File: src/rtl/alu_arb_pkg.sv
// Shared types and widths for the ALU arbiter: FSM state encoding and the
// operand/opcode/result widths of the shared 4-bit ALU.
package alu_arb_pkg;

  localparam int ALU_IN_W  = 4;
  localparam int ALU_SEL_W = 2;
  localparam int ALU_OUT_W = 8;

  typedef enum logic [1:0] {
    IDLE,
    EXEC,
    RESP
  } alu_arb_state_t;

endpackage

File: src/rtl/alu_arbiter_if.sv
// Bundle of requester, ALU and response signals around the arbiter.
// slave = arbiter side, master = requesters / ALU / result consumer side.
interface alu_arbiter_if
  import alu_arb_pkg::*;
#(
  parameter int NUM_REQ = 4,
  parameter int ID_W    = $clog2(NUM_REQ)
);

  logic [NUM_REQ-1:0]           req_valid;
  logic [NUM_REQ-1:0]           req_ready;
  logic [NUM_REQ*ALU_IN_W-1:0]  req_a;
  logic [NUM_REQ*ALU_IN_W-1:0]  req_b;
  logic [NUM_REQ*ALU_SEL_W-1:0] req_sel;
  logic [ALU_IN_W-1:0]          alu_a;
  logic [ALU_IN_W-1:0]          alu_b;
  logic [ALU_SEL_W-1:0]         alu_sel;
  logic [ALU_OUT_W-1:0]         alu_out;
  logic                         rsp_valid;
  logic                         rsp_ready;
  logic [ALU_OUT_W-1:0]         rsp_data;
  logic [ID_W-1:0]              rsp_id;

  modport slave (
    input  req_valid, req_a, req_b, req_sel, alu_out, rsp_ready,
    output req_ready, alu_a, alu_b, alu_sel, rsp_valid, rsp_data, rsp_id
  );

  modport master (
    output req_valid, req_a, req_b, req_sel, alu_out, rsp_ready,
    input  req_ready, alu_a, alu_b, alu_sel, rsp_valid, rsp_data, rsp_id
  );

endinterface

File: src/rtl/alu_arbiter_rr_pick.sv
// Combinational rotating-priority picker: first set bit of req_i at or after
// ptr_i (wrapping), returned one-hot and encoded. ptr_i=0 gives fixed priority.
module rr_pick #(
  parameter int N     = 4,
  parameter int IDX_W = (N > 1) ? $clog2(N) : 1
) (
  input  logic [N-1:0]     req_i,
  input  logic [IDX_W-1:0] ptr_i,
  output logic [N-1:0]     gnt_o,
  output logic [IDX_W-1:0] idx_o,
  output logic             any_o
);

  logic [IDX_W:0] pos;
  logic           found;

  // NOTE: every output and temporary gets a default before the loop so no
  // path leaves a value unassigned, which would infer a latch.
  always_comb begin
    gnt_o = '0;
    idx_o = '0;
    found = 1'b0;
    pos   = '0;
    for (int k = 0; k < N; k++) begin
      pos = {1'b0, ptr_i} + (IDX_W + 1)'(k);
      if (pos >= (IDX_W + 1)'(N)) pos = pos - (IDX_W + 1)'(N);
      if (!found && req_i[pos[IDX_W-1:0]]) begin
        found                  = 1'b1;
        gnt_o[pos[IDX_W-1:0]] = 1'b1;
        idx_o                  = pos[IDX_W-1:0];
      end
    end
  end

  assign any_o = found;

endmodule

File: src/rtl/alu_arbiter.sv
// Shares one combinational ALU among NUM_REQ valid/ready requesters.
// Define ALU_ARB_RR_EN for round-robin arbitration; otherwise fixed priority.
module alu_arbiter
  import alu_arb_pkg::*;
#(
  parameter int NUM_REQ = 4,
  parameter int ID_W    = $clog2(NUM_REQ)
) (
  input logic          clk,
  input logic          rst_n,
  alu_arbiter_if.slave bus
);

  alu_arb_state_t       state_q, state_d;
  logic [ALU_IN_W-1:0]  a_q, a_d, b_q, b_d;
  logic [ALU_SEL_W-1:0] sel_q, sel_d;
  logic [ID_W-1:0]      id_q, id_d;
  logic [ALU_OUT_W-1:0] data_q, data_d;

  logic [ID_W-1:0]      ptr;
  logic [NUM_REQ-1:0]   pick_gnt;
  logic [ID_W-1:0]      pick_idx;
  logic                 pick_any;
  logic                 grant;

  logic [ALU_IN_W-1:0]  a_arr   [NUM_REQ];
  logic [ALU_IN_W-1:0]  b_arr   [NUM_REQ];
  logic [ALU_SEL_W-1:0] sel_arr [NUM_REQ];

  for (genvar i = 0; i < NUM_REQ; i++) begin : g_unpack
    assign a_arr[i]   = bus.req_a[i*ALU_IN_W +: ALU_IN_W];
    assign b_arr[i]   = bus.req_b[i*ALU_IN_W +: ALU_IN_W];
    assign sel_arr[i] = bus.req_sel[i*ALU_SEL_W +: ALU_SEL_W];
  end

`ifdef ALU_ARB_RR_EN
  logic [ID_W-1:0] ptr_q, ptr_d;

  always_comb begin
    ptr_d = ptr_q;
    if (grant) ptr_d = (pick_idx == ID_W'(NUM_REQ - 1)) ? '0 : pick_idx + 1'b1;
  end

  always_ff @(posedge clk) begin
    if (!rst_n) ptr_q <= '0;
    else        ptr_q <= ptr_d;
  end

  assign ptr = ptr_q;
`else
  assign ptr = '0;
`endif

  rr_pick #(.N(NUM_REQ), .IDX_W(ID_W)) u_pick (
    .req_i (bus.req_valid),
    .ptr_i (ptr),
    .gnt_o (pick_gnt),
    .idx_o (pick_idx),
    .any_o (pick_any)
  );

  // Gated by rst_n so nothing is accepted while reset is held.
  assign grant = rst_n && (state_q == IDLE) && pick_any;

  always_comb begin
    state_d       = state_q;
    a_d           = a_q;
    b_d           = b_q;
    sel_d         = sel_q;
    id_d          = id_q;
    data_d        = data_q;
    bus.req_ready = '0;
    case (state_q)
      IDLE: if (grant) begin
        bus.req_ready = pick_gnt;
        a_d           = a_arr[pick_idx];
        b_d           = b_arr[pick_idx];
        sel_d         = sel_arr[pick_idx];
        id_d          = pick_idx;
        state_d       = EXEC;
      end
      EXEC: begin
        data_d  = bus.alu_out;
        state_d = RESP;
      end
      RESP: if (bus.rsp_ready) state_d = IDLE;
      default: state_d = IDLE;
    endcase
  end

  // NOTE: state registers use non-blocking assignments so every flop samples
  // its pre-edge value; reset is synchronous, so it lives inside the clocked branch.
  always_ff @(posedge clk) begin
    if (!rst_n) begin
      state_q <= IDLE;
      a_q     <= '0;
      b_q     <= '0;
      sel_q   <= '0;
      id_q    <= '0;
      data_q  <= '0;
    end else begin
      state_q <= state_d;
      a_q     <= a_d;
      b_q     <= b_d;
      sel_q   <= sel_d;
      id_q    <= id_d;
      data_q  <= data_d;
    end
  end

  assign bus.alu_a     = a_q;
  assign bus.alu_b     = b_q;
  assign bus.alu_sel   = sel_q;
  assign bus.rsp_valid = (state_q == RESP);
  assign bus.rsp_data  = data_q;
  assign bus.rsp_id    = id_q;

endmodule

File: src/flat_wrapper.sv
// flat-port wrapper written by rule: the top's interface ports become plain ports
module alu_arbiter_flat import alu_arb_pkg::*;
#(
  parameter int NUM_REQ = 4,
  parameter int ID_W    = $clog2(NUM_REQ)
)
  (clk, rst_n, bus_req_valid, bus_req_a, bus_req_b, bus_req_sel, bus_alu_out, bus_rsp_ready, bus_req_ready, bus_alu_a, bus_alu_b, bus_alu_sel, bus_rsp_valid, bus_rsp_data, bus_rsp_id);
  alu_arbiter_if #(.NUM_REQ(NUM_REQ), .ID_W(ID_W)) bus_i ();
  input logic clk;
  input logic rst_n;
  input wire logic [$bits(bus_i.req_valid)-1:0] bus_req_valid;
  input wire logic [$bits(bus_i.req_a)-1:0] bus_req_a;
  input wire logic [$bits(bus_i.req_b)-1:0] bus_req_b;
  input wire logic [$bits(bus_i.req_sel)-1:0] bus_req_sel;
  input wire logic [$bits(bus_i.alu_out)-1:0] bus_alu_out;
  input wire logic [$bits(bus_i.rsp_ready)-1:0] bus_rsp_ready;
  output wire logic [$bits(bus_i.req_ready)-1:0] bus_req_ready;
  output wire logic [$bits(bus_i.alu_a)-1:0] bus_alu_a;
  output wire logic [$bits(bus_i.alu_b)-1:0] bus_alu_b;
  output wire logic [$bits(bus_i.alu_sel)-1:0] bus_alu_sel;
  output wire logic [$bits(bus_i.rsp_valid)-1:0] bus_rsp_valid;
  output wire logic [$bits(bus_i.rsp_data)-1:0] bus_rsp_data;
  output wire logic [$bits(bus_i.rsp_id)-1:0] bus_rsp_id;
  assign bus_i.req_valid = bus_req_valid;
  assign bus_i.req_a = bus_req_a;
  assign bus_i.req_b = bus_req_b;
  assign bus_i.req_sel = bus_req_sel;
  assign bus_i.alu_out = bus_alu_out;
  assign bus_i.rsp_ready = bus_rsp_ready;
  assign bus_req_ready = bus_i.req_ready;
  assign bus_alu_a = bus_i.alu_a;
  assign bus_alu_b = bus_i.alu_b;
  assign bus_alu_sel = bus_i.alu_sel;
  assign bus_rsp_valid = bus_i.rsp_valid;
  assign bus_rsp_data = bus_i.rsp_data;
  assign bus_rsp_id = bus_i.rsp_id;
  alu_arbiter #(.NUM_REQ(NUM_REQ), .ID_W(ID_W)) u_core (.clk(clk), .rst_n(rst_n), .bus(bus_i));
endmodule
File: config.mk
export PLATFORM = sky130hd
export DESIGN_NAME = alu_arbiter_flat
export DESIGN_NICKNAME = d
export VERILOG_FILES = /design/src/rtl/alu_arb_pkg.sv /design/src/rtl/alu_arbiter_if.sv /design/src/rtl/alu_arbiter_rr_pick.sv /design/src/rtl/alu_arbiter.sv /design/src/flat_wrapper.sv
export SDC_FILE = /design/constraint.sdc
export NUM_CORES = 1
export LEC_CHECK = 0
export CORE_MARGIN = 10
export CORE_UTILIZATION = 36
export DETAILED_ROUTE_END_ITERATION = 7
export GPL_TIMING_DRIVEN = 0
export HOLD_SLACK_MARGIN = 0.02
export PLACE_DENSITY_LB_ADDON = 0.08
export SYNTH_ARGS = -nofsm -noshare
export SYNTH_HDL_FRONTEND = slang
export SYNTH_SLANG_ARGS = --single-unit
File: constraint.sdc
create_clock -name clk -period 1.75 [get_ports clk]
set_input_delay 0.35 -clock clk [delete_from_list [all_inputs] [get_ports clk]]
set_output_delay 0.35 -clock clk [all_outputs]
set_load 0.02 [all_outputs]
==> impl_metrics.py <==
metrics = {
    "run_status": {
        "status": "finished clean",
    },
    "place": {
        "pre_cts_slack_ps": -918,
        "dpl.hpwl_um": 3890,
        "dp.cells": 281,
        "port_buffers": 79,
        "gp_congestion": 0.799,
    },
    "critical_path": {
        "arrival_ps": 1360,
        "r2r_start": "u_core.state_q[1]$_SDFFE_PN0P_",
        "required_ps": 1400,
        "reg2reg_to": "u_core.bus.alu_a[2]$_SDFFE_PN0P_",
        "critPathMaxFanout": 5,
        "endpoint_kind": "output port",
        "cp-start-kind": "register",
        "r2r_slack_ps": 310,
        "critical_path_class": "register to output port",
        "ff2ff_path_depth": 4,
    },
    "grt": {
        "grt_start_max_net_pins": 14,
        "gr-total-overflow": 0,
        "grt_pass1_wl_um": 7860,
        "grt_usage": 0.153,
        "antenna_found_initial": 0,
        "grt_pass1_vias": 1612,
    },
    "clock_tree": {
        "clkTransAtPathRegs_ps": 120,
        "clock_sinks": 22,
        "postCtsHoldBufs": 0,
        "cts_buffer_depth": 2,
        "cts_buffers": 3,
        "clockRootBuffer": "clkbuf_4",
        "clk_latency_ps": 310,
        "cts.htree.levels": 1,
        "tritoncts": "done",
    },
    "floorplanning": {
        "start_util": 0.376,
        "rows": 21,
        "fp.dieH_um": 79.3,
        "ios": 80,
        "die_area_mm2": 0.00628,
        "core-area_mm2": 0.00336,
        "die_x_um": 79.3,
    },
    "power_and_ir_drop": {
        "powerDensity_mw_per_mm2": 609,
        "power_mw": 1.34,
        "p_sw_mw": 0.425,
        "p_leak_nw": 0.790,
        "combPwrFrac": 0.390,
        "seq_power_share": 0.433,
        "p_clk_frac": 0.176,
        "p_int_mw": 0.914,
        "sw_frac_of_total": 0.317,
        "peakVddDrop_mv": 0.515,
    },
    "route": {
        "dr.pass1.iters": 4,
        "drcViolationCount": 0,
        "drtAntennaViolNets": 0,
        "vias": 1531,
        "post_drt_via_cell_ratio": 5.35,
        "drt_wl_total_um": 4870,
        "first_iter_violations": 95,
        "wl_per_cell_um": 17.0,
    },
    "final_layout": {
        "nFillCells": 321,
        "regArea_um2": 448,
        "drive_above_1_share": 0.150,
        "area_growth_syn_to_layout_pct": 73.7,
        "multi_input_area_um2": 759,
        "stdcell_count": 286,
        "antennaDiodeCount": 0,
        "final_nets": 297,
    },
    "synthesis": {
        "yosysSeqAreaShare": 0.348,
        "yosysUniqueCellTypes": 28,
        "syn-num-nets": 211,
        "syn_area_mm2": 0.00126,
        "synth_seq_cells": 22,
        "synthCells": 156,
        "async_flop_share": 0,
        "yosys.area.top_type": "dfxtp_1",
        "synth_top_cell_area_share": 0.348,
        "ys.warnings.count": 0,
        "synthTopCellsByArea": "dfxtp_1 35%, nand2_1 7.7%, a21oi_1 7.1%",
        "synthMostInstantiatedCell": "nand2_1",
        "synth_edf_count": 0,
        "avgSynthCellArea_um2": 8.11,
        "synth_commonest_cells": "26 x nand2_1, 22 x dfxtp_1, 18 x a21oi_1",
        "synthFlopType": "dfxtp_1",
    },
    "timing": {
        "min_period_over_period": 0.979,
        "tightestPinTransition_ps": 570,
        "rsz0062_at_grt": "yes",
        "setup_viol": 0,
        "hold_viol_final": 0,
        "finalMaxSlewViolations": 0,
        "fin_skew_ps": 2.57,
        "slew_headroom": 0.618,
        "fin_ws_ps": 36.7,
        "fmax_mhz": 584,
        "min_period_ps": 1710,
    },
    "hold_path": {
        "hold_start": "u_core.bus.rsp_data[6]$_SDFFE_PN0N_",
        "holdPathEnd": "u_core.bus.rsp_data[6]$_SDFFE_PN0N_",
        "holdCritPathClass": "register to register",
        "min_delay_path_depth": 2,
    },
    "job": {
        "cap_viol_max_count": 0,
    },
}
-- layout make-up --
type,instances,share of cell area
inverters,2,0.00342
repair buffers,83,0.372
well taps,46,0.0262
plain buffers,13,0.0387
flip-flops and latches,22,0.204
clock buffers,3,0.0103
multi-input cells,117,0.346
-- cells in the final DEF, fill, tap and decap left out, types with 2 or more instances in the layout --
cell type / Yosys / routed
a21oi_2: 2 / 2
nor2_1: 3 / 2
inv_1: 2 / 2
buf_2: 5 / 2
a311oi_1: 10 / 10
nand2_1: 26 / 26
a21oi_1: 18 / 18
a211oi_1: 9 / 9
buf_4: 3 / 8
buf_6: 1 / 5
o21ai_0: 11 / 11
nand3b_1: 10 / 10
clkdlybuf4s15_2: 0 / 2
dfxtp_1: 22 / 20
nor2b_1: 4 / 3
a21o_1: 10 / 10
dlygate4sd2_1: 0 / 2
clkbuf_4: 0 / 5
nand2b_1: 2 / 2
clkbuf_1: 6 / 4
clkdlybuf4s50_1: 0 / 69
dfxtp_4: 0 / 2
-- worst max-delay path, stage by stage (launching register included) --
cell and delay (ps):
dfxtp_4 380, nor3b_4 240, buf_6 140, and3_4 170
buf_6 110
-- power by group through the flow --
| stage | clock network (mW) | registers (mW) | logic, mW |
|---|---|---|---|
| 3_3_place_gp | 0 | 0.586 | 0.490 |
| 2_1_floorplan | 0 | 0.637 | 0.181 |
| 3_5_place_dp | 0 | 0.588 | 0.501 |
| 6_report | 0.236 | 0.580 | 0.522 |
| 5_1_grt | 0.264 | 0.586 | 0.566 |
| 4_1_cts | 0.243 | 0.580 | 0.524 |
-- worst max-delay path by stage --
| stage | start | to | cells after the start |
|---|---|---|---|
| after floorplan | u_core.state_q[1]$_SDFFE_PN0P_ | bus_req_ready[0] | 4 |
| after global placement | rst_n | bus_req_ready[3] | 5 |
| after detailed placement | rst_n | bus_req_ready[3] | 5 |
| after CTS | u_core.state_q[1]$_SDFFE_PN0P_ | bus_req_ready[0] | 4 |
| after global routing | u_core.state_q[0]$_SDFFE_PN0P_ | bus_req_ready[2] | 4 |
| final | u_core.state_q[0]$_SDFFE_PN0P_ | bus_req_ready[2] | 4 |
-- cells by family (layout without fill, tap and decap cells) --
family,after synthesis,in the layout,synth area share
AOI/OAI and AO/OA,63,63,0.336
buffers and inverters,17,101,0.0702
DFF,22,22,0.348
and+or+nand+nor,54,54,0.245
-- repair_timing --
item	4_1_cts	5_1_grt
pin swaps	0	1
setup buffers	4	0
gates resized for setup	43	13
endpoints found under the setup margin	5	4
-- per-stage QoR --
stage | instance area [um2] | hold WS (ps) | util | setup TNS [ps]
after floorplan | 1260 | 486 | - | 0
after global placement | 2110 | 442 | 0.628 | -6240
after detailed placement | 2110 | 448 | 0.628 | -6460
after CTS | 2180 | 466 | 0.649 | -12.7
after global routing | 2200 | 486 | 0.653 | -20.1
final | 2200 | 468 | 0.653 | 0
-- routing by layer --
layer  vias to the layer above  share of wire  track usage
li1                        743              -            -
met4                         0          0.014       0.0502
met5                         -              0            0
met1                       724           0.41        0.174
met2                        58           0.52        0.268
met3                         6          0.058       0.0439
-- state kept, by name, summed over array words and instances (netlist names) --
register,count
u_core.state_q,2
u_core.bus.alu_sel,2
u_core.bus.rsp_data,8
u_core.bus.alu_b,4
u_core.bus.alu_a,4
u_core.bus.rsp_id,2
Note: power is estimated with default switching activity, not from simulation.
